## src/rtl/serial_subtractor_pkg.sv

```systemverilog
// Shared types and helpers for the bit-serial subtractor.
package serial_subtractor_pkg;

  typedef enum logic [1:0] {
    IDLE,
    CALC,
    DONE
  } state_e;

  // The bit counter needs at least one bit, even for WIDTH=1.
  function automatic int cnt_width(input int w);
    return (w <= 2) ? 1 : $clog2(w);
  endfunction

endpackage

```

## src/rtl/full_subtractor_cell.sv

```systemverilog
// Combinational one-bit full subtractor: d = a - b - bin, with borrow-out.
module full_subtractor_cell (
  input  logic a_i,
  input  logic b_i,
  input  logic bin_i,
  output logic d_o,
  output logic bout_o
);

  assign d_o    = a_i ^ b_i ^ bin_i;
  assign bout_o = (~a_i & b_i) | (~(a_i ^ b_i) & bin_i);

endmodule

```

## src/rtl/serial_subtractor.sv

```systemverilog
// Bit-serial subtractor computing A - B - Bin, LSB first, with valid/ready on both sides.
// Define SERIAL_SUBTRACTOR_OVF_EN to add the two's-complement overflow output ovf_o.
module serial_subtractor
  import serial_subtractor_pkg::*;
#(
  parameter int WIDTH = 8
) (
  input  logic             clk_i,
  input  logic             reset_n_i,
  input  logic             in_valid_i,
  output logic             in_ready_o,
  input  logic [WIDTH-1:0] a_i,
  input  logic [WIDTH-1:0] b_i,
  input  logic             bin_i,
  output logic             out_valid_o,
  input  logic             out_ready_i,
  output logic [WIDTH-1:0] diff_o,
  output logic             bout_o
`ifdef SERIAL_SUBTRACTOR_OVF_EN
  ,
  output logic             ovf_o
`endif
);

  localparam int CW = cnt_width(WIDTH);
  localparam logic [CW-1:0] LAST_BIT = CW'(WIDTH - 1);

  state_e           state_q, state_d;
  logic [CW-1:0]    cnt_q, cnt_d;
  logic [WIDTH-1:0] a_q, a_d;
  logic [WIDTH-1:0] b_q, b_d;
  logic [WIDTH-1:0] res_q, res_d;
  logic [WIDTH-1:0] diff_q, diff_d;
  logic             br_q, br_d;
  logic             bout_q, bout_d;
  logic [WIDTH-1:0] res_shift;
  logic             cell_d;
  logic             cell_bout;

`ifdef SERIAL_SUBTRACTOR_OVF_EN
  logic a_msb_q, a_msb_d;
  logic b_msb_q, b_msb_d;
  logic ovf_q, ovf_d;
`endif

  full_subtractor_cell u_cell (
    .a_i    (a_q[0]),
    .b_i    (b_q[0]),
    .bin_i  (br_q),
    .d_o    (cell_d),
    .bout_o (cell_bout)
  );

  always_comb begin
    state_d   = state_q;
    cnt_d     = cnt_q;
    a_d       = a_q;
    b_d       = b_q;
    br_d      = br_q;
    res_d     = res_q;
    diff_d    = diff_q;
    bout_d    = bout_q;
    res_shift = res_q >> 1;
    res_shift[WIDTH-1] = cell_d;
`ifdef SERIAL_SUBTRACTOR_OVF_EN
    a_msb_d = a_msb_q;
    b_msb_d = b_msb_q;
    ovf_d   = ovf_q;
`endif

    unique case (state_q)
      IDLE: begin
        if (in_valid_i) begin
          a_d     = a_i;
          b_d     = b_i;
          br_d    = bin_i;
          cnt_d   = '0;
          state_d = CALC;
`ifdef SERIAL_SUBTRACTOR_OVF_EN
          a_msb_d = a_i[WIDTH-1];
          b_msb_d = b_i[WIDTH-1];
`endif
        end
      end
      CALC: begin
        a_d   = a_q >> 1;
        b_d   = b_q >> 1;
        br_d  = cell_bout;
        res_d = res_shift;
        cnt_d = cnt_q + 1'b1;
        // The final bit goes straight into the output registers so the result appears with it.
        if (cnt_q == LAST_BIT) begin
          cnt_d   = '0;
          diff_d  = res_shift;
          bout_d  = cell_bout;
          state_d = DONE;
`ifdef SERIAL_SUBTRACTOR_OVF_EN
          ovf_d = (a_msb_q != b_msb_q) && (cell_d != a_msb_q);
`endif
        end
      end
      DONE: begin
        if (out_ready_i) begin
          state_d = IDLE;
        end
      end
      default: begin
        state_d = IDLE;
      end
    endcase
  end

  always_ff @(posedge clk_i or negedge reset_n_i) begin
    if (!reset_n_i) begin
      state_q <= IDLE;
      cnt_q   <= '0;
      a_q     <= '0;
      b_q     <= '0;
      br_q    <= 1'b0;
      res_q   <= '0;
      diff_q  <= '0;
      bout_q  <= 1'b0;
    end else begin
      state_q <= state_d;
      cnt_q   <= cnt_d;
      a_q     <= a_d;
      b_q     <= b_d;
      br_q    <= br_d;
      res_q   <= res_d;
      diff_q  <= diff_d;
      bout_q  <= bout_d;
    end
  end

`ifdef SERIAL_SUBTRACTOR_OVF_EN
  always_ff @(posedge clk_i or negedge reset_n_i) begin
    if (!reset_n_i) begin
      a_msb_q <= 1'b0;
      b_msb_q <= 1'b0;
      ovf_q   <= 1'b0;
    end else begin
      a_msb_q <= a_msb_d;
      b_msb_q <= b_msb_d;
      ovf_q   <= ovf_d;
    end
  end

  assign ovf_o = ovf_q;
`endif

  assign in_ready_o  = (state_q == IDLE);
  assign out_valid_o = (state_q == DONE);
  assign diff_o      = diff_q;
  assign bout_o      = bout_q;

endmodule

```

## config.mk

```make
export PLATFORM = sky130hd
export DESIGN_NAME = serial_subtractor
export DESIGN_NICKNAME = d
export VERILOG_FILES = /design/src/rtl/serial_subtractor_pkg.sv /design/src/rtl/full_subtractor_cell.sv /design/src/rtl/serial_subtractor.sv
export SDC_FILE = /design/constraint.sdc
export NUM_CORES = 1
export LEC_CHECK = 0
export BUFFER_PORTS_ARGS = -buffer_cell sky130_fd_sc_hd__buf_4
export CAP_MARGIN = 25
export CORE_MARGIN = 4
export CORE_UTILIZATION = 54
export DETAILED_ROUTE_END_ITERATION = 10
export GPL_TIMING_DRIVEN = 0
export PLACE_DENSITY = 0.74
export SYNTH_ARGS = -nofsm -noshare
export SYNTH_HDL_FRONTEND = slang
export SYNTH_SLANG_ARGS = --single-unit
export TNS_END_PERCENT = 10
```

## constraint.sdc

```tcl
create_clock -name clk_i -period 1.9 [get_ports clk_i]
set_clock_uncertainty 0.05 [all_clocks]
set_input_delay 0.285 -clock clk_i [delete_from_list [all_inputs] [get_ports clk_i]]
set_output_delay 0.285 -clock clk_i [all_outputs]
set_load 0.01 [all_outputs]
```

==> results of run 1 <==
-- metal layers --
metal,vias to the layer above,global-route usage [%],part of all wire (%)
li1,594,-,-
met1,575,21.48,45
met2,27,31.35,49
met3,5,4.569,4.3
met4,0,8.443,1.6
met5,-,0,0
-- cell type report --
type | instances | area share, %
Sequential cell | 38 | 46.71
Multi-Input combinational cell | 90 | 32.02
Timing Repair Buffer | 31 | 11.56
Buffer | 10 | 3.503
Tap cell | 44 | 2.704
Clock buffer | 7 | 2.213
Inverter | 7 | 1.291
-- where the power goes --
| group | total (µW) | internal, µW | switching [µW] |
|---|---|---|---|
| Clock | 376 | 140 | 237 |
| Combinational | 1390 | 740 | 650 |
| Sequential | 1420 | 1190 | 230 |
-- critical path, cell delays in order (launching register included) --
cell	delay (ns)
dfrtp_1	0.40
buf_6	0.14
inv_1	0.12
buf_2	0.24
nor2_1	0.07
buf_4	0.14
-- state kept, by name (all words and copies together) (netlist names) --
register and count:
b_q 8, state_q 2, res_q 7, br_q 1
a_q 8, cnt_q 3, bout_o 1, diff_o 8
-- path summary, 6_finish.rpt --
check,cells past startpoint,end,slack (ns),start
min in group asynchronous,2,res_q[6]$_DFFE_PN0N_,0.40,reset_n_i
worst max register to register,5,diff_o[2]$_DFFE_PN0P_,0.32,cnt_q[0]$_DFFE_PN0P_
worst min-delay path,2,state_q[1]$_DFFE_PN0P_,0.07,out_ready_i
worst max-delay path,5,out_valid_o,0.13,state_q[1]$_DFFE_PN0P_
worst min register to register,2,res_q[1]$_DFFE_PN0N_,0.44,res_q[1]$_DFFE_PN0N_
max in group asynchronous,2,b_q[4]$_DFFE_PN0P_,1.07,reset_n_i
-- kinds of logic (layout without fill, tap and decap cells) --
family / Yosys count / in the layout / synth area share [%]
AOI/OAI and AO/OA: 41 / 41 / 17.59
adders and majority gates: 3 / 3 / 2.649
buffers and inverters: 17 / 55 / 5.739
DFF: 38 / 38 / 55.92
muxes: 8 / 8 / 6.843
and+or+nand+nor: 38 / 38 / 11.26
-- through the flow --
step / worst slack, ns / hold WS (ns) / instance area [µm²]
after CTS: 0.1043 / 0.05564 / 2036
after global routing: 0.02183 / 0.07179 / 2036
after global placement: 0.3311 / 0.2243 / 1981
after floorplan: 0.4108 / -0.06059 / 1700
final: 0.1255 / 0.06803 / 2036
after detailed placement: 0.3225 / 0.2317 / 1981
-- layout by cell type, fill, tap and decap left out, types with 2 or more instances in the layout --
cell type  count
a21oi_1        4
a22o_1         2
a2bb2oi_1      7
buf_2          6
buf_4         31
buf_6          3
clkbuf_1       2
clkbuf_4       5
dfrtp_1       38
ha_1           2
inv_1          6
mux2_4         7
nand2_1       23
nand2b_1       3
nand3b_1       2
nor2_1         5
o21ai_0        2
o221a_2        2
o22ai_1       15
o31ai_1        3
o32ai_1        4
==> results.tsv, run 1 <==
metric	value	unit
Final Power	3182	µW
clock latency on the worst-skew pair	0.34	ns
hold_buf cts	1	
Multi-input gate area	651.9	µm²
fraction of layout cells with a size suffix above 1	32.24	%
number of nets with antenna violations after detailed routing	0	
count of port buffers added during placement	30	
fraction of post-synthesis cell area in the top cell type by area	55.92	%
critical path class	register to output port	
Filler cells	245	
reported max-cap violation count	0	
final-report max-slew violation count	0	
proportion of synthesized chip area in sequential cells	55.92	%
number of vias in the routed layout	1201	
path type of the worst min-delay path	primary input to register	
number of placed I/O pins	32	
ys async rst share	100.0	%
Power Dens Cells	1563	nW/µm²
setup repair after global routing missed its margin	no	
FF/Latch Area	950.9	µm²
initial core utilization	56.16	%
total wire length after detailed routing	3275	µm
Req. time, crit path	1.56	ns
startpoint type of the worst setup path	register	
area leader, netlist	dfrtp_1	
post-synthesis instance area	1700	µm²
average detailed-routed wire length per instance	14.43	µm
synthesized instance count	145	
row count	20	
number of buffers created by CTS	5	
Worst-Margin Slew	0.4746	ns
Inst Count DP	219	
number of nets produced by synthesis	169	
Post-synth EDFFs	0	
number of DRC markers after the initial detailed-route iteration	36	
flip-flop and latch count after synthesis	38	
number of sinks handled by clock tree synthesis	38	
top cells by area in the synthesized netlist	dfrtp_1 56%, mux2_4 6.2%, o22ai_1 5.5%, nand2_1 5.1%, a2bb2oi_1 3.6%	
number of buffers on the longest clock path	2	
antenna violations before repair	0	
count of inserted antenna diode cells	0	
aggregate negative setup slack	0	ns
final hold violation count	0	
H-tree depth	2	
global route total overflow	0	
run status	finished clean	
Floorplan Core Area	3028	µm²
largest net degree at the start of global routing	39	
signed area change from the synthesized netlist to the final layout	19.72	%
total number of yosys warnings	0	
setup bufs post-CTS	0	
worst path arrival time	1.44	ns
clock transition at the register clock pins on the worst setup and hold paths after CTS	0.09	ns
Rel. slew slack	68.36	%
Util after Layout	67.23	%
Final Wtd Congestion	0.8269	
Final Cycle Share	93.39	%
dominant register cell in the synthesized netlist	dfrtp_1	
post-synthesis average cell area	11.73	µm²
Max Clk Rate	563.5	MHz
number of distinct standard cells referenced by the synthesized netlist	29	
most frequent cell after synthesis	dfrtp_1	
Root Buffer Master	clkbuf_4	
Post-CTS Resized	0	
count of nets after finishing	207	
via density per instance	5.291	
Max rail drop VDD	0.7647	mV
time the final worst path needs with I/O delays and setup	1.775	ns
wire length of the first global-routing pass	5768	µm
overall die width	64.12	µm
DP Wirelength	2386	µm
Initial DRT Pass Iterations	4	
die area	4111	µm²
TritonCTS clock tree	done	
peak fanout along the critical path	10	
final-report setup violation count	0	
vias in the first global route	1284	
standby leakage power	0.0009992	µW
total routing resource utilization after global routing	18.30	%
die boundary height	64.12	µm
CP Capture Type	output port	
leading post-synthesis cells by instance count	38 x dfrtp_1, 23 x nand2_1, 15 x o22ai_1	
post-layout instance count excluding filler cells	227	
DRC viols	0	
No activity file was read; power rests on OpenSTA's default activity.
==> run 2: changes to the inputs <==
--- a/config.mk
+++ b/config.mk
@@ -8,10 +8,10 @@
 export BUFFER_PORTS_ARGS = -buffer_cell sky130_fd_sc_hd__buf_4
 export CAP_MARGIN = 25
 export CORE_MARGIN = 4
-export CORE_UTILIZATION = 54
+export CORE_UTILIZATION = 45
 export DETAILED_ROUTE_END_ITERATION = 10
 export GPL_TIMING_DRIVEN = 0
-export PLACE_DENSITY = 0.74
+export PLACE_DENSITY = 0.63
 export SYNTH_ARGS = -nofsm -noshare
 export SYNTH_HDL_FRONTEND = slang
 export SYNTH_SLANG_ARGS = --single-unit
==> run 2 against run 1 <==
  * Sequential power barely moved
  * Count of clock-buffer cells in the layout did not move
  * Clock power rose by 35%
  * Non-clock buffer count unchanged
  * Die area grew 17%
  * Largest cell class unchanged
  * Largest power group unchanged
==> results.tsv, run 2 (synthesized netlist as in run 1, its figures left out) <==
metric	value	unit	change
initial core utilization	46.45	%	-9.7 points
peak fanout along the critical path	10		unchanged
setup slack at placement	0.2943	ns	-0.02814 ns
total routing resource utilization after global routing	15.45	%	-2.9 points
setup repair after global routing missed its margin	no		
standby leakage power	0.001012	µW	+1.3%
wire length of the first global-routing pass	5940	µm	+3.0%
Req. time, crit path	1.56	ns	about the same
time the final worst path needs with I/O delays and setup	1.747	ns	-0.02734 ns
number of vias in the routed layout	1245		+3.7%
final-report setup violation count	0		unchanged
Root Buffer Master	clkbuf_8		
hold path cells	2		unchanged
overall die width	69.47	µm	+8.4%
worst-path cell chain	buf_6, inv_1, buf_2, nor2_1, buf_4		
critical path class	register to output port		
via density per instance	5.390		+1.9%
final-report max-slew violation count	0		unchanged
row count	22		+10%
Initial DRT Pass Iterations	4		unchanged
CP Capture Type	output port		
clock transition at the register clock pins on the worst setup and hold paths after CTS	0.07	ns	-0.02 ns
DRC viols	0		unchanged
worst stage delay on the critical path	0.39	ns	about the same
post-route worst setup slack	0.1528	ns	+0.02734 ns
Final Wtd Congestion	0.7593		-8.2%
Power Dens Cells	1605	nW/µm²	+2.7%
most common library cell in the layout ignoring fill and taps	dfrtp_1		
global route total overflow	0		unchanged
number of buffers created by CTS	5		unchanged
number of cells on the worst reg-to-reg path	5		unchanged
cell family with the largest share of critical-path delay	buffers and inverters		
Worst-Margin Slew	0.4856	ns	+0.01100 ns
reg-to-reg critical path endpoint	diff_o[4]$_DFFE_PN0P_		
die boundary height	69.47	µm	+8.4%
setup bufs post-CTS	0		unchanged
signed area change from the synthesized netlist to the final layout	21.85	%	
reported max-cap violation count	0		unchanged
average detailed-routed wire length per instance	14.56	µm	+0.91%
number of sinks handled by clock tree synthesis	38		unchanged
number of nets with antenna violations after detailed routing	0		unchanged
die area	4826	µm²	+17%
final hold violation count	0		unchanged
FF/Latch Area	950.9	µm²	unchanged
TritonCTS clock tree	done		
largest net degree at the start of global routing	39		unchanged
run status	finished clean		
total wire length after detailed routing	3363	µm	+2.7%
number of buffers on the longest clock path	2		unchanged
vias in the first global route	1291		+0.55%
Filler cells	329		+34%
fraction of layout cells with a size suffix above 1	32.24	%	unchanged
clock latency on the worst-skew pair	0.28	ns	-0.06 ns
Max rail drop VDD	0.6586	mV	-14%
count of port buffers added during placement	30		unchanged
leading cell types in the layout, fill and taps excluded	38 x dfrtp_1, 31 x buf_4, 23 x nand2_1		
H-tree depth	2		unchanged
antenna violations before repair	0		unchanged
Buffers & Inverters on Critical Path	4		unchanged
worst path arrival time	1.41	ns	-0.03 ns
worst setup path start	state_q[1]$_DFFE_PN0P_		
number of DRC markers after the initial detailed-route iteration	105		+190%
DP Wirelength	2331	µm	-2.3%
count of nets after finishing	207		unchanged
endpoint of the worst setup timing path	out_valid_o		
Max stage delay cell, worst path	dfrtp_1		
number of placed I/O pins	32		unchanged
startpoint type of the worst setup path	register		
aggregate negative setup slack	0	ns	unchanged
Floorplan Core Area	3661	µm²	+21%
start of the worst register-to-register path	cnt_q[0]$_DFFE_PN0P_		
Max Clk Rate	572.4	MHz	+1.6%
setup slack on the worst flop-to-flop path	0.29	ns	-0.03 ns
Multi-input gate area	651.9	µm²	unchanged
Rel. slew slack	67.63	%	-0.73 points
count of inserted antenna diode cells	0		unchanged
path type of the worst min-delay path	primary input to register		
depth of the critical timing path with buffers and inverters included	5		unchanged
Final Cycle Share	91.96	%	-1.4 points
run 2: cell types whose count changed in the layout (fill, tap and decap cells not counted):
cell / delta
clkbuf_4: -5
clkbuf_8: +5
run 2: cell type report:
cell class	instances	share of cell area, %
Timing Repair Buffer	31	11.35
Inverter	7	1.268
Multi-Input combinational cell	90	31.46
Tap cell	48	2.899
Buffer	10	3.442
Sequential cell	38	45.89
Clock buffer	7	3.684
run 2: per-layer routing:
layer / wire length, µm / global-route usage (%) / vias up
met1: 1535 / 19.33 / 610
met2: 1607 / 24.79 / 35
met5: 0 / 0 / -
li1: - / - / 598
met3: 186 / 4.638 / 2
met4: 33 / 6.508 / 0
run 2: worst min path at each step:
stage	start	end	slack, ns
after global routing	out_ready_i	state_q[1]$_DFFE_PN0P_	0.12
after global placement	reset_n_i	diff_o[0]$_DFFE_PN0P_	0.22
after floorplan	reset_n_i	a_q[0]$_DFFE_PN0P_	-0.06
final	out_ready_i	state_q[1]$_DFFE_PN0P_	0.13
after detailed placement	reset_n_i	diff_o[2]$_DFFE_PN0P_	0.23
after CTS	out_ready_i	state_q[1]$_DFFE_PN0P_	0.12
run 2: report_power, final:
| part | switching (µW) | internal (µW) | total [µW] |
|---|---|---|---|
| clock | 255 | 252 | 508 |
| sequential | 230 | 1190 | 1420 |
| combinational | 657 | 742 | 1400 |
run 2: timing repair:
item,4_1_cts,5_1_grt
resized for setup,0,0
hold endpoints to repair,38,0
hold buffers,1,0
setup endpoints to repair,0,0
run 2: through the flow:
step	util (%)	std cells	cell area, µm²	total power, µW	hold WS, ns
final	56.60	231	2072	3326	0.1266
after global routing	56.60	231	2072	3597	0.1178
after CTS	56.60	231	2072	3369	0.1206
after detailed placement	54.24	223	1986	2849	0.2330
after global placement	54.24	223	1986	2791	0.2238
after floorplan	-	145	1700	2399	-0.06059
==> run 3: changes to the inputs <==
--- a/config.mk
+++ b/config.mk
@@ -5,13 +5,14 @@
 export SDC_FILE = /design/constraint.sdc
 export NUM_CORES = 1
 export LEC_CHECK = 0
+export ABC_AREA = 1
 export BUFFER_PORTS_ARGS = -buffer_cell sky130_fd_sc_hd__buf_4
 export CAP_MARGIN = 25
 export CORE_MARGIN = 4
 export CORE_UTILIZATION = 45
 export DETAILED_ROUTE_END_ITERATION = 10
 export GPL_TIMING_DRIVEN = 0
-export PLACE_DENSITY = 0.63
+export PLACE_DENSITY = 0.62
 export SYNTH_ARGS = -nofsm -noshare
 export SYNTH_HDL_FRONTEND = slang
 export SYNTH_SLANG_ARGS = --single-unit
==> run 3 against run 2 <==
  * Sequential power down 4%
  * Largest power group is now combinational cells
  * Synthesized area up 6.8%
  * Count of clock-buffer cells in the layout unchanged
  * Die area up 6.0%
  * Fmax down 1.4%
  * Combinational power about the same
  * Global-route usage up 0.52 points
  * Via count up 13%
  * Register-to-register slack better by 0.14 ns
  * Sequential cell count unchanged
==> results.tsv, run 3 <==
metric	value	unit	change
run status	finished clean		
Req. time, crit path	1.56	ns	about the same
flip-flop and latch count after synthesis	38		unchanged
Worst-Margin Slew	0.4846	ns	-0.0009837 ns
vias in the first global route	1354		+4.9%
post-synthesis instance area	1817	µm²	+6.8%
setup repair after global routing missed its margin	no		
worst stage delay on the critical path	0.40	ns	about the same
dominant register cell in the synthesized netlist	dfrtp_1		
count of nets after finishing	284		+37%
setup bufs post-CTS	0		unchanged
Crit path top cell by count	buf_2		
Met2 Wirelength	1536	µm	-4.4%
ys async rst share	100.0	%	unchanged
top sig layer	met4		
aggregate negative setup slack	0	ns	unchanged
antenna violations before repair	0		unchanged
cell family with the largest share of critical-path delay	buffers and inverters		
count of port buffers added during placement	31		+3.3%
H-tree depth	2		unchanged
final hold violation count	0		unchanged
top cells by area in the synthesized netlist	dfrtp_1 52%, nand2_1 18%, inv_1 8.1%, nand3_1 5.2%, o21ai_2 3.9%		
Rel. slew slack	67.69	%	about the same
total routing resource utilization after global routing	15.96	%	+0.52 points
Max stage delay cell, worst path	dfrtp_1		
time the final worst path needs with I/O delays and setup	1.772	ns	+0.02491 ns
number of DRC markers after the initial detailed-route iteration	67		-36%
worst-path cell chain	buf_2, buf_2, nor2_1, buf_4		
DP Wirelength	2461	µm	+5.6%
Filler cells	353		+7.3%
path type of the worst min-delay path	primary input to register		
via density per instance	4.573		-15%
global route total overflow	0		unchanged
Power Dens Cells	1558	nW/µm²	-2.9%
clock transition at the register clock pins on the worst setup and hold paths after CTS	0.07	ns	about the same
Final Cycle Share	93.27	%	+1.3 points
fraction of layout cells with a size suffix above 1	22.99	%	-9.3 points
fraction of post-synthesis cell area in the top cell type by area	52.34	%	-3.6 points
Initial DRT Pass Iterations	4		unchanged
final hold slack	0.1192	ns	-0.007362 ns
reported max-cap violation count	0		unchanged
proportion of total power due to net switching	37.59	%	+3.2 points
initial core utilization	48.18	%	+1.7 points
portion of total power attributed to sequential cells	39.3	%	-3.4 points
critical path class	register to output port		
Post-synth EDFFs	0		unchanged
row count	22		unchanged
signed area change from the synthesized netlist to the final layout	22.52	%	
startpoint type of the worst setup path	register		
internal power	2165	µW	-0.86%
number of vias in the routed layout	1413		+13%
worst setup path start	state_q[0]$_DFFE_PN0P_		
Max Clk Rate	564.3	MHz	-1.4%
clock latency on the worst-skew pair	0.29	ns	about the same
DRC viols	0		unchanged
largest net degree at the start of global routing	39		unchanged
wire length of the first global-routing pass	6237	µm	+5.0%
most common library cell in the layout ignoring fill and taps	nand2_1		
number of nets produced by synthesis	245		+45%
setup slack at placement	0.4200	ns	+0.1256 ns
number of sinks handled by clock tree synthesis	38		unchanged
synthesized instance count	221		+52%
TritonCTS clock tree	done		
number of buffers created by CTS	5		unchanged
count of inserted antenna diode cells	0		unchanged
average detailed-routed wire length per instance	11.58	µm	-20%
number of nets with antenna violations after detailed routing	0		unchanged
share of power burned in combinational logic	41.2	%	-0.9 points
start point of the worst hold path	out_ready_i		
post-route worst setup slack	0.1279	ns	-0.02491 ns
start of the worst register-to-register path	cnt_q[0]$_DFFE_PN0P_		
CP Capture Type	output port		
worst path arrival time	1.44	ns	+0.03 ns
die boundary height	71.54	µm	+3.0%
post-synthesis average cell area	8.221	µm²	-30%
leading cell types in the layout, fill and taps excluded	85 x nand2_1, 39 x inv_1, 38 x dfrtp_1		
die area	5118	µm²	+6.0%
leading post-synthesis cells by instance count	85 x nand2_1, 39 x inv_1, 38 x dfrtp_1		
standby leakage power	0.001264	µW	+25%
Root Buffer Master	clkbuf_8		
total wire length after detailed routing	3577	µm	+6.4%
final-report max-slew violation count	0		unchanged
proportion of synthesized chip area in sequential cells	52.34	%	-3.6 points
peak fanout along the critical path	10		unchanged
Floorplan Core Area	3771	µm²	+3.0%
final-report setup violation count	0		unchanged
total number of yosys warnings	0		unchanged
clock network fraction of design power	19.4	%	+4.1 points
number of distinct standard cells referenced by the synthesized netlist	18		-38%
area leader, netlist	dfrtp_1		
setup slack on the worst flop-to-flop path	0.43	ns	+0.14 ns
number of placed I/O pins	32		unchanged
number of buffers on the longest clock path	2		unchanged
Buffers & Inverters on Critical Path	3		-1
wire length on met1	1783	µm	+16%
Final Wtd Congestion	0.7315		-3.7%
overall die width	71.54	µm	+3.0%
switching pwr	1304	µW	+14%
met3 layer wire length in the routed design	167	µm	-10%
Max rail drop VDD	0.6768	mV	+2.8%
most frequent cell after synthesis	nand2_1		
## run 3: cell count changes after synthesis, sizes merged, moves of 4 or more
cell,previous run,this run
a2bb2oi,7,0
inv,6,41
mux2,8,0
nand2,23,89
nand2b,4,0
nand3,0,19
o21ai,2,17
o22ai,15,0
o32ai,4,0
## run 3: final timing paths
path                                     endpoint  cells past startpoint
min reg2reg                 diff_o[0]$_DFFE_PN0P_                      2
max in group asynchronous      a_q[7]$_DFFE_PN0P_                      2
max reg2reg                state_q[1]$_DFFE_PN0P_                      5
min                        state_q[1]$_DFFE_PN0P_                      2
max                                   out_valid_o                      4
min in group asynchronous   diff_o[4]$_DFFE_PN0P_                      2
## run 3: power groups by stage
stage | sequential, µW | clock (µW) | combinational (µW)
CTS | 1370 | 691 | 1460
floorplan | 1380 | 0 | 1010
finish | 1360 | 674 | 1430
global route | 1410 | 722 | 1670
detailed placement | 1380 | 0 | 1450
global placement | 1370 | 0 | 1430
## run 3: repair_timing
action / in CTS / in global routing
hold buffers: 1 / 0
resized for setup: 0 / 0
hold endpoints to repair: 38 / 0
## run 3: routing by layer
layer | vias up | GRT usage (%)
li1 | 741 | -
met1 | 636 | 21.82
met2 | 28 | 23.57
met3 | 8 | 3.366
met4 | 0 | 8.768
met5 | - | 0
## run 3: layout make-up
cell class | count | area, µm² | area share, %
Buffer | 8 | 65.06 | 2.923
Clock inverter | 1 | 30.03 | 1.349
Multi-Input combinational cell | 134 | 644.4 | 28.95
Clock buffer | 7 | 76.32 | 3.429
Inverter | 41 | 156.4 | 7.026
Tap cell | 48 | 60.06 | 2.698
Timing Repair Buffer | 32 | 242.7 | 10.91
Sequential cell | 38 | 950.9 | 42.72
## run 3: stage by stage
step	total power [µW]	area (µm²)	instances	utilization [%]
after floorplan	2387	1817	221	-
after global placement	2795	2110	300	55.94
after detailed placement	2830	2110	300	55.94
after CTS	3522	2226	309	59.02
after global routing	3809	2226	309	59.02
final	3468	2226	309	59.02
## run 3: kinds of logic (layout without fill, tap and decap cells)
kind of cell	count (synthesis)	after routing	share of synthesized area (%)
fa+ha+maj	3	3	2.479
flops	38	38	52.34
compound gates	19	19	7.025
buf+inv	49	89	12.19
simple gates	112	112	25.96
